==> src/rtl/uart_frame_pkg.sv <==
// Shared types and constants for the UART sample framer.
package uart_frame_pkg;

  typedef enum logic [2:0] {
    ST_IDLE = 3'd0,
    ST_SYNC = 3'd1,
    ST_LEN  = 3'd2,
    ST_HI   = 3'd3,
    ST_LO   = 3'd4,
    ST_CSUM = 3'd5
  } state_e;

  typedef enum logic {
    PH_ISSUE = 1'b0,
    PH_WAIT  = 1'b1
  } phase_e;

  localparam logic [7:0] SYNC_BYTE_DEF = 8'hA5;

endpackage

==> src/rtl/uart_frame_tx_if.sv <==
// Byte handshake between the framer (master) and the UART transmitter (slave).
interface uart_tx_if;
  logic       tx_start;
  logic [7:0] tx_data;
  logic       tx_active;
  logic       tx_done;

  modport master (output tx_start, output tx_data, input tx_active, input tx_done);
  modport slave  (input tx_start, input tx_data, output tx_active, output tx_done);
endinterface

==> src/rtl/uart_frame_tx_sync_fifo.sv <==
// First-word-fall-through sample FIFO; a push while full is taken only if a pop frees a slot.
module sync_fifo #(
  parameter int WIDTH = 12,
  parameter int DEPTH = 32,
  localparam int AW   = (DEPTH > 1) ? $clog2(DEPTH) : 1,
  localparam int LW   = $clog2(DEPTH) + 1
) (
  input  logic             clk,
  input  logic             rst,
  input  logic             push_i,
  input  logic             pop_i,
  input  logic [WIDTH-1:0] din_i,
  output logic [WIDTH-1:0] dout_o,
  output logic             full_o,
  output logic             empty_o,
  output logic [LW-1:0]    level_o
);

  logic [WIDTH-1:0] mem_q [DEPTH];
  logic [AW-1:0]    wptr_q, rptr_q;
  logic [LW-1:0]    level_q;
  logic             push_ok_s, pop_ok_s;

  assign empty_o   = (level_q == LW'(0));
  assign full_o    = (level_q == LW'(DEPTH));
  assign pop_ok_s  = pop_i && !empty_o;
  assign push_ok_s = push_i && (!full_o || pop_ok_s);
  assign dout_o    = mem_q[rptr_q];
  assign level_o   = level_q;

  always_ff @(posedge clk) begin
    if (push_ok_s) begin
      mem_q[wptr_q] <= din_i;
    end
  end

  always_ff @(posedge clk or posedge rst) begin
    if (rst) begin
      wptr_q  <= '0;
      rptr_q  <= '0;
      level_q <= '0;
    end else begin
      if (push_ok_s) begin
        wptr_q <= (wptr_q == AW'(DEPTH - 1)) ? AW'(0) : wptr_q + AW'(1);
      end
      if (pop_ok_s) begin
        rptr_q <= (rptr_q == AW'(DEPTH - 1)) ? AW'(0) : rptr_q + AW'(1);
      end
      case ({push_ok_s, pop_ok_s})
        2'b10:   level_q <= level_q + LW'(1);
        2'b01:   level_q <= level_q - LW'(1);
        default: level_q <= level_q;
      endcase
    end
  end

endmodule

==> src/rtl/uart_frame_tx.sv <==
// Packs buffered samples into sync/len/hi-lo/checksum frames and feeds them
// to the UART transmitter one byte at a time.
module uart_frame_tx
  import uart_frame_pkg::*;
#(
  parameter int         SAMPLE_W   = 12,
  parameter int         FRAME_LEN  = 16,
  parameter int         FIFO_DEPTH = 32,
  parameter logic [7:0] SYNC_BYTE  = SYNC_BYTE_DEF,
  localparam int        LW         = $clog2(FIFO_DEPTH) + 1
) (
  input  logic                clk,
  input  logic                rst,
  input  logic                smp_valid_i,
  input  logic [SAMPLE_W-1:0] smp_data_i,
  input  logic                clr_ovf_i,
  uart_tx_if.master           tx_if,
  output logic                frame_sent_o,
  output logic                overflow_o,
  output logic [LW-1:0]       fifo_level_o
);

  state_e              state_q;
  phase_e              phase_q;
  logic [7:0]          cnt_q, csum_q, lo_q, tx_data_q;
  logic                tx_start_q, frame_sent_q, overflow_q;
  logic [SAMPLE_W-1:0] fifo_dout_s;
  logic                fifo_full_s, fifo_empty_s, pop_s, drop_s;
  logic [LW-1:0]       level_s;
  logic [7:0]          byte_s, hi_s;
  state_e              next_s;

  sync_fifo #(.WIDTH(SAMPLE_W), .DEPTH(FIFO_DEPTH)) u_fifo (
    .clk     (clk),
    .rst     (rst),
    .push_i  (smp_valid_i),
    .pop_i   (pop_s),
    .din_i   (smp_data_i),
    .dout_o  (fifo_dout_s),
    .full_o  (fifo_full_s),
    .empty_o (fifo_empty_s),
    .level_o (level_s)
  );

  // The head sample leaves the FIFO when its high byte is handed to the transmitter.
  assign pop_s  = (state_q == ST_HI) && (phase_q == PH_ISSUE) && !tx_if.tx_active && !fifo_empty_s;
  assign drop_s = smp_valid_i && fifo_full_s && !pop_s;
  assign hi_s   = 8'(fifo_dout_s >> 8);

  always_comb begin
    byte_s = 8'h00;
    next_s = ST_IDLE;
    case (state_q)
      ST_SYNC: begin byte_s = SYNC_BYTE;     next_s = ST_LEN;  end
      ST_LEN:  begin byte_s = 8'(FRAME_LEN); next_s = ST_HI;   end
      ST_HI:   begin byte_s = hi_s;          next_s = ST_LO;   end
      ST_LO:   begin
        byte_s = lo_q;
        next_s = (cnt_q == 8'(FRAME_LEN - 1)) ? ST_CSUM : ST_HI;
      end
      ST_CSUM: begin byte_s = csum_q;        next_s = ST_IDLE; end
      default: begin byte_s = 8'h00;         next_s = ST_IDLE; end
    endcase
  end

  always_ff @(posedge clk or posedge rst) begin
    if (rst) begin
      state_q      <= ST_IDLE;
      phase_q      <= PH_ISSUE;
      cnt_q        <= 8'h00;
      csum_q       <= 8'h00;
      lo_q         <= 8'h00;
      tx_data_q    <= 8'h00;
      tx_start_q   <= 1'b0;
      frame_sent_q <= 1'b0;
    end else begin
      tx_start_q   <= 1'b0;
      frame_sent_q <= 1'b0;
      case (state_q)
        ST_IDLE: begin
          csum_q  <= 8'h00;
          cnt_q   <= 8'h00;
          phase_q <= PH_ISSUE;
          if ((level_s >= LW'(FRAME_LEN)) && !tx_if.tx_active) begin
            state_q <= ST_SYNC;
          end
        end
        ST_SYNC, ST_LEN, ST_HI, ST_LO, ST_CSUM: begin
          if (phase_q == PH_ISSUE) begin
            if (!tx_if.tx_active) begin
              tx_start_q <= 1'b1;
              tx_data_q  <= byte_s;
              phase_q    <= PH_WAIT;
              // Sync and the checksum byte itself are excluded from the XOR.
              if (state_q != ST_SYNC && state_q != ST_CSUM) begin
                csum_q <= csum_q ^ byte_s;
              end
              if (state_q == ST_HI) begin
                lo_q <= fifo_dout_s[7:0];
              end
            end
          end else if (tx_if.tx_done) begin
            phase_q <= PH_ISSUE;
            state_q <= next_s;
            if (state_q == ST_LO) begin
              cnt_q <= cnt_q + 8'd1;
            end
            if (state_q == ST_CSUM) begin
              frame_sent_q <= 1'b1;
            end
          end
        end
        default: begin
          state_q <= ST_IDLE;
          phase_q <= PH_ISSUE;
        end
      endcase
    end
  end

  // Sticky overflow; a drop in the same cycle as a clear keeps it set.
  always_ff @(posedge clk or posedge rst) begin
    if (rst) begin
      overflow_q <= 1'b0;
    end else if (drop_s) begin
      overflow_q <= 1'b1;
    end else if (clr_ovf_i) begin
      overflow_q <= 1'b0;
    end else begin
      overflow_q <= overflow_q;
    end
  end

  assign tx_if.tx_start = tx_start_q;
  assign tx_if.tx_data  = tx_data_q;
  assign frame_sent_o   = frame_sent_q;
  assign overflow_o     = overflow_q;
  assign fifo_level_o   = level_s;

endmodule

==> src/flat_wrapper.sv <==
// flat-port wrapper written by rule: the top's interface ports become plain ports
module uart_frame_tx_flat import uart_frame_pkg::*;
#(
  parameter int         SAMPLE_W   = 12,
  parameter int         FRAME_LEN  = 16,
  parameter int         FIFO_DEPTH = 32,
  parameter logic [7:0] SYNC_BYTE  = SYNC_BYTE_DEF,
  localparam int        LW         = $clog2(FIFO_DEPTH) + 1
)
  (clk, rst, smp_valid_i, smp_data_i, clr_ovf_i, frame_sent_o, overflow_o, fifo_level_o, tx_if_tx_start, tx_if_tx_data, tx_if_tx_active, tx_if_tx_done);
  uart_tx_if tx_if_i ();
  input  logic clk;
  input  logic rst;
  input  logic smp_valid_i;
  input  logic [SAMPLE_W-1:0] smp_data_i;
  input  logic clr_ovf_i;
  output logic frame_sent_o;
  output logic overflow_o;
  output logic [LW-1:0] fifo_level_o;
  output wire logic [$bits(tx_if_i.tx_start)-1:0] tx_if_tx_start;
  output wire logic [$bits(tx_if_i.tx_data)-1:0] tx_if_tx_data;
  input wire logic [$bits(tx_if_i.tx_active)-1:0] tx_if_tx_active;
  input wire logic [$bits(tx_if_i.tx_done)-1:0] tx_if_tx_done;
  assign tx_if_tx_start = tx_if_i.tx_start;
  assign tx_if_tx_data = tx_if_i.tx_data;
  assign tx_if_i.tx_active = tx_if_tx_active;
  assign tx_if_i.tx_done = tx_if_tx_done;
  uart_frame_tx #(.SAMPLE_W(SAMPLE_W), .FRAME_LEN(FRAME_LEN), .FIFO_DEPTH(FIFO_DEPTH), .SYNC_BYTE(SYNC_BYTE)) u_core (.clk(clk), .rst(rst), .smp_valid_i(smp_valid_i), .smp_data_i(smp_data_i), .clr_ovf_i(clr_ovf_i), .tx_if(tx_if_i), .frame_sent_o(frame_sent_o), .overflow_o(overflow_o), .fifo_level_o(fifo_level_o));
endmodule
==> config.mk <==
export PLATFORM = sky130hd
export DESIGN_NAME = uart_frame_tx_flat
export DESIGN_NICKNAME = d
export VERILOG_FILES = /design/src/rtl/uart_frame_pkg.sv /design/src/rtl/uart_frame_tx_if.sv /design/src/rtl/uart_frame_tx_sync_fifo.sv /design/src/rtl/uart_frame_tx.sv /design/src/flat_wrapper.sv
export SDC_FILE = /design/constraint.sdc
export NUM_CORES = 1
export LEC_CHECK = 0
export BUFFER_PORTS_ARGS = -buffer_cell sky130_fd_sc_hd__buf_4
export CORE_ASPECT_RATIO = 1.5
export CORE_MARGIN = 3
export CORE_UTILIZATION = 55
export CTS_CLUSTER_SIZE = 28
export DETAILED_ROUTE_END_ITERATION = 16
export PLACE_DENSITY = 0.68
export REMOVE_ABC_BUFFERS = 1
export SLEW_MARGIN = 10
export SYNTH_ARGS = -nofsm -noshare
export SYNTH_HDL_FRONTEND = slang
export SYNTH_SLANG_ARGS = --single-unit
==> constraint.sdc <==
create_clock -name clk -period 5 [get_ports clk]
set_input_delay 0.5 -clock clk [delete_from_list [all_inputs] [get_ports clk]]
set_output_delay 0.5 -clock clk [all_outputs]
set_load 0.01 [all_outputs]
==> results_dict.tcl, run 1 <==
set metrics [dict create \
    cp_max_fo 25 \
    final_layout_size_suffix_gt1_frac 0.236 \
    leakagePower_nw 6.65 \
    dieHeight_um 226 \
    syn2layout_area_growth_pct 12.2 \
    async_reset_ff_frac 0.125 \
    fp.dieW_um 153 \
    fin_tns_setup_ps 0 \
    synthMuxAreaShare 0.154 \
    hold_viol_final 0 \
    drtPass1Iterations 5 \
    dp_hpwl_um 23400 \
    antenna_found_initial 0 \
    root_buffer "clkbuf_16" \
    rows 80 \
    diodes 0 \
    synth-compound-area-share 0.0406 \
    crit_buf_inv 2 \
    worstPathArrival_ps 3430 \
    hp-class "in2reg" \
    io_buffers 34 \
    relSlewSlack 0.246 \
    dieArea_um2 34600 \
    ctsResizeCount 0 \
    viasPerCell 6.20 \
    critical_path.top_delay_family "simple AND/OR/NAND/NOR gates" \
    gp_congestion 0.860 \
    final_core_util 0.626 \
    htree_levels 2 \
    clk_path_buf_depth 3 \
    vias 9102 \
    synth_simple_gate_area_frac 0.0506 \
    netlist_area_um2 17800 \
    ys_seq_area_frac 0.724 \
    final_antenna_net_count 0 \
    drv_slew 0 \
    grt.total_usage 0.226 \
    drv_cap 0 \
    fin_nets 1057 \
    synth_top_family_by_area "multiplexers" \
    grt_max_degree 55 \
    first_global_vias 9330 \
    fmax_mhz 315 \
    cts_tree "yes" \
    crit_chain "and3b_1 -> a2111oi_2 -> nor2_1 -> buf_4 -> nand2_1 -> nor2_1 -> buf_4" \
    clk-insertion-delay-late_ps 550 \
    tightestPinTransition_ps 1130 \
    start_util 0.558 \
    synth_top_cell_area_share 0.647 \
    required_ps 5250 \
    ir_drop_mv 0.271 \
    hold-worst-slack_ps 153 \
    clk_pin_slew_ps 70 \
    setup_viol_count_final 0 \
    post-route-drc-count 0 \
    avgSynthCellArea_um2 18.5 \
    finalCritPeriodShare 0.635 \
    synth_edf_count 384 \
    grt_pass1_wl_um 58400 \
    synth_top_cells_by_area "edfxtp_1 65%, mux4_2 13%, dfrtp_1 7.7%, nor2_1 1.6%, mux2i_1 1.1%" \
    skew_ps 19.1 \
    slowest_delay_ps 840 \
    synth_fa_ha_area_frac 0.00772 \
    synth-main-ff-cell "edfxtp_1" \
    p_per_area_nw_per_um2 501 \
    power_mw 10.0 \
    routedWlPerCell_um 26.1 \
    synthCells 961 \
    synth_cell_types 59 \
    synth_seq_cells 439 \
    ys_warn_count 0 \
    start_kind "flop" \
    gr-total-overflow 0 \
    path_class "reg2reg" \
    status "finished, final reports clean" \
    cp-end-kind "flop" \
    pin_count 35 \
    numClockSinks 439 \
    slowest_stage "dfrtp_1" \
    core_um2 31900 \
    drt_wl_total_um 38300 \
    synth_area_leader_cell "edfxtp_1" \
    synth_xor_area_frac 0.00688 \
    grt_setup_unrepaired "false" \
    cts-buffers-inserted 40 \
    drt_iter0_drc 808 \
    period_needed_ps 3170 \
]
worst reg2reg max path: cells and delay by family (launching register included):
family / cells / cell delay, ps
buf+inv: 2 / 500
flops: 1 / 840
simple gates: 4 / 1440
compound gates: 1 / 100
Yosys cell counts (6+ instances only):
| cell type | number |
|---|---|
| buf_2 | 15 |
| dfrtp_1 | 55 |
| o211ai_1 | 7 |
| nand3_1 | 14 |
| nor2_1 | 77 |
| xor2_1 | 6 |
| mux2i_1 | 20 |
| nor3_1 | 11 |
| o21ai_0 | 18 |
| inv_1 | 12 |
| a22oi_1 | 6 |
| nand3b_1 | 7 |
| nor2b_1 | 6 |
| mux4_2 | 100 |
| edfxtp_1 | 384 |
| mux2_1 | 9 |
| ha_1 | 11 |
| xnor2_1 | 8 |
| o21ai_1 | 15 |
| mux2_2 | 8 |
| a21oi_1 | 12 |
| nand2_1 | 38 |
| clkbuf_1 | 24 |
| nand4_1 | 6 |
state kept, by name, summed over array words and instances (netlist names), 3 cells and up:
register,cells
u_core.tx_if.tx_data,8
u_core.u_fifo.level_o,6
u_core.u_fifo.rptr_q,5
u_core.u_fifo.mem_q,384
u_core.u_fifo.wptr_q,5
u_core.csum_q,8
u_core.lo_q,8
u_core.cnt_q,8
u_core.state_q,3
what timing repair did:
item                                   in CTS  in global routing
endpoints found under the hold margin       1                  0
setup buffers                               0                  0
hold buffers                                1                  0
report_power, final:
part           switching (mW)  internal (mW)  total (mW)  leakage, nW
combinational            1.16           1.15        2.32         1.84
clock                    1.28           1.77        3.06        0.649
sequential              0.367           4.29        4.65         4.16
routing by layer:
| metal | part of all wire | vias to the layer above | track usage |
|---|---|---|---|
| met5 | 0 | - | 0 |
| met4 | 0.034 | 0 | 0.0779 |
| met3 | 0.045 | 75 | 0.0290 |
| met2 | 0.54 | 254 | 0.405 |
| met1 | 0.38 | 4764 | 0.289 |
| li1 | - | 4009 | - |
logic make-up (layout without fill, tap and decap cells):
group                      after synthesis  in the layout
AOI/OAI and AO/OA                      104            104
xor gates and xnor gates                14             14
adders and majority gates               11             11
buffers and inverters                   62            160
DFF                                    439            439
muxes                                  141            141
and+or+nand+nor                        190            190
cells in the final DEF, fill, tap and decap left out, types with 6 or more instances in the layout:
master     instances
edfxtp_1         384
mux4_2           100
nor2_1            77
buf_4             72
dfrtp_1           53
clkbuf_16         41
nand2_1           38
mux2i_1           20
o21ai_0           18
o21ai_1           15
nand3_1           14
a21oi_1           12
inv_1             11
nor3_1            11
ha_1              11
mux2_1             9
xnor2_1            8
mux2_2             8
clkinv_2           8
nand3b_1           7
o211ai_1           7
clkbuf_1           7
nand4_1            6
xor2_1             6
nor2b_1            6
a22oi_1            6
clkinv_1           6
final timing paths:
check / startpoint / to / slack, ps / cells after the start
max: u_core.state_q[0]$_DFFE_PP0P_ / u_core.u_fifo.mem_q[9][1]$_DFFE_PP_ / 1830 / 7
min: clr_ovf_i / u_core.overflow_o$_DFFE_PP0P_ / 150 / 2
max reg2reg: u_core.state_q[0]$_DFFE_PP0P_ / u_core.u_fifo.mem_q[9][1]$_DFFE_PP_ / 1830 / 7
min reg2reg: u_core.tx_if.tx_data[7]$_DFFE_PP0P_ / u_core.tx_if.tx_data[7]$_DFFE_PP0P_ / 470 / 2
max in group asynchronous: rst / u_core.u_fifo.rptr_q[0]$_DFFE_PP0N_ / 3710 / 4
min in group asynchronous: rst / u_core.u_fifo.level_o[0]$_DFFE_PP0P_ / 370 / 3
area by class of cell:
type | count | area [µm²]
flip-flops and latches | 439 | 12900
fillers | 2229 | 11900
multi-input cells | 460 | 4630
clock buffers | 52 | 1110
repair buffers | 74 | 571
well taps | 410 | 513
clock inverters | 21 | 205
inverters | 13 | 48.8
per-stage QoR:
step                cell area (µm²)  instances  setup slack (ps)
global placement              18700       1395              1850
detailed placement            18700       1395              1820
finish                        20000       1469              1830
global route                  20000       1469              1630
CTS                           20000       1469              1830
floorplan                     17600        912              -175
(Power assumes the default switching activity.)
==> run 2, diff against run 1 <==
- clock period: 5 -> 3.11 ns (I/O delays scaled with it)
==> results_dict.tcl, run 2 (synthesis results as in run 1) <==
set metrics [dict create \
    wl_met2_um 21800 \
    met3WireLength_um 1690 \
    crit_chain "nor2_1 -> a2111oi_2 -> nor2_1 -> nand2_1 -> nor2_1 -> buf_4" \
    hp-class "in2reg" \
    hold_viol_final 0 \
    clk-insertion-delay-late_ps 550 \
    crit_buf_inv 1 \
    cts_setup_buffers 0 \
    fin_nets 1086 \
    io_buffers 34 \
    clk_path_buf_depth 3 \
    first_global_vias 9830 \
    drt_iter0_drc 839 \
    htree_levels 2 \
    setup_viol_count_final 0 \
    syn2layout_area_growth_pct 13.6 \
    dieArea_um2 34600 \
    core_um2 31900 \
    power_mw 16.3 \
    holdBufCountCts 3 \
    tightestPinTransition_ps 1180 \
    cts_tree "yes" \
    cp-end-kind "flop" \
    fp.dieW_um 153 \
    gr-total-overflow 0 \
    dp_hpwl_um 25900 \
    regMostFlops "u_core.u_fifo.mem_q" \
    p_per_area_nw_per_um2 805 \
    grt_setup_unrepaired "false" \
    largest_reg_flops 384 \
    antenna_found_initial 0 \
    period_needed_ps 2860 \
    leakagePower_nw 6.76 \
    clk_pin_slew_ps 60 \
    routed.top_layer "met4" \
    final_antenna_net_count 0 \
    gp_congestion 0.847 \
    critical_path.top_delay_family "simple AND/OR/NAND/NOR gates" \
    finalCritPeriodShare 0.919 \
    grt.total_usage 0.235 \
    final_area_um2 20200 \
    slowest_stage "nor2_1" \
    fillers 2229 \
    vias 9273 \
    cts-buffers-inserted 41 \
    rows 80 \
    cpMostUsedCell "nor2_1" \
    drv_slew 0 \
    final_common_cell "edfxtp_1" \
    diodes 0 \
    pin_count 35 \
    skew_ps 20.7 \
    drt_wl_total_um 39700 \
    dieHeight_um 226 \
    wl_met1_um 14700 \
    numClockSinks 439 \
    grt_max_degree 38 \
    post_dp_cell_area_um2 18900 \
    drtPass1Iterations 5 \
    cp_max_fo 10 \
    ctsResizeCount 0 \
    worstPathArrival_ps 3120 \
    fmax_mhz 350 \
    grt_pass1_wl_um 60600 \
    start_kind "flop" \
    start_util 0.558 \
    routedWlPerCell_um 26.5 \
    final_cell_mix "384 x edfxtp_1, 100 x mux4_2, 93 x buf_4" \
    final_layout_size_suffix_gt1_frac 0.250 \
    slowest_delay_ps 920 \
    required_ps 3370 \
    ir_drop_mv 0.350 \
    post-route-drc-count 0 \
    register_area_um2 12900 \
    drv_cap 0 \
    multi_input_comb_area_um2 4630 \
    status "finished, final reports clean" \
    path_class "reg2reg" \
    viasPerCell 6.19 \
    root_buffer "clkbuf_16" \
    relSlewSlack 0.213 \
]
-- run 2: worst min-delay path, cell delays in order --
cell	delay [ps]
buf_4	110
a21oi_1	50
a21oi_1	100
-- run 2: metrics by stage --
step           setup WS (ps)  hold slack, ps  setup TNS, ps  utilization  std cells
5_1_grt                  120             109              0        0.634       1498
3_5_place_dp             272             464              0        0.593       1421
2_1_floorplan          -2060             405         -41060            -        912
6_report                 251            79.4              0        0.634       1498
4_1_cts                  256            63.4              0        0.634       1498
3_3_place_gp             339             464              0        0.593       1421
-- run 2: path summary, 6_finish.rpt --
kind	endpoint	start	depth (start not counted)	slack, ps
min in group asynchronous	u_core.csum_q[6]$_DFFE_PP0P_	rst	3	440
max reg2reg	u_core.u_fifo.mem_q[28][7]$_DFFE_PP_	u_core.phase_q$_DFF_PP0_	6	250
max in group asynchronous	u_core.u_fifo.rptr_q[2]$_DFFE_PP0N_	rst	4	2100
max	u_core.u_fifo.mem_q[28][7]$_DFFE_PP_	u_core.phase_q$_DFF_PP0_	6	250
min reg2reg	u_core.tx_if.tx_data[5]$_DFFE_PP0P_	u_core.tx_if.tx_data[5]$_DFFE_PP0P_	1	480
min	u_core.u_fifo.level_o[5]$_DFFE_PP0P_	smp_valid_i	3	80
-- run 2: area by class of cell --
cell class | count | area share
Sequential cell | 439 | 0.638
Multi-Input combinational cell | 460 | 0.229
Clock buffer | 54 | 0.0557
Timing Repair Buffer | 102 | 0.0419
Tap cell | 410 | 0.0253
Clock inverter | 20 | 0.00791
Inverter | 13 | 0.00241
-- run 2: report_power, final --
| part | internal [mW] | total (mW) | switching, mW |
|---|---|---|---|
| registers | 6.90 | 7.35 | 0.455 |
| clock network | 2.73 | 4.81 | 2.08 |
| logic | 2.02 | 4.13 | 2.11 |
-- run 2: per-layer routing --
| metal | GRT usage | vias up |
|---|---|---|
| li1 | - | 4080 |
| met1 | 0.282 | 4851 |
| met2 | 0.432 | 268 |
| met3 | 0.0323 | 74 |
| met4 | 0.0935 | 0 |
| met5 | 0 | - |
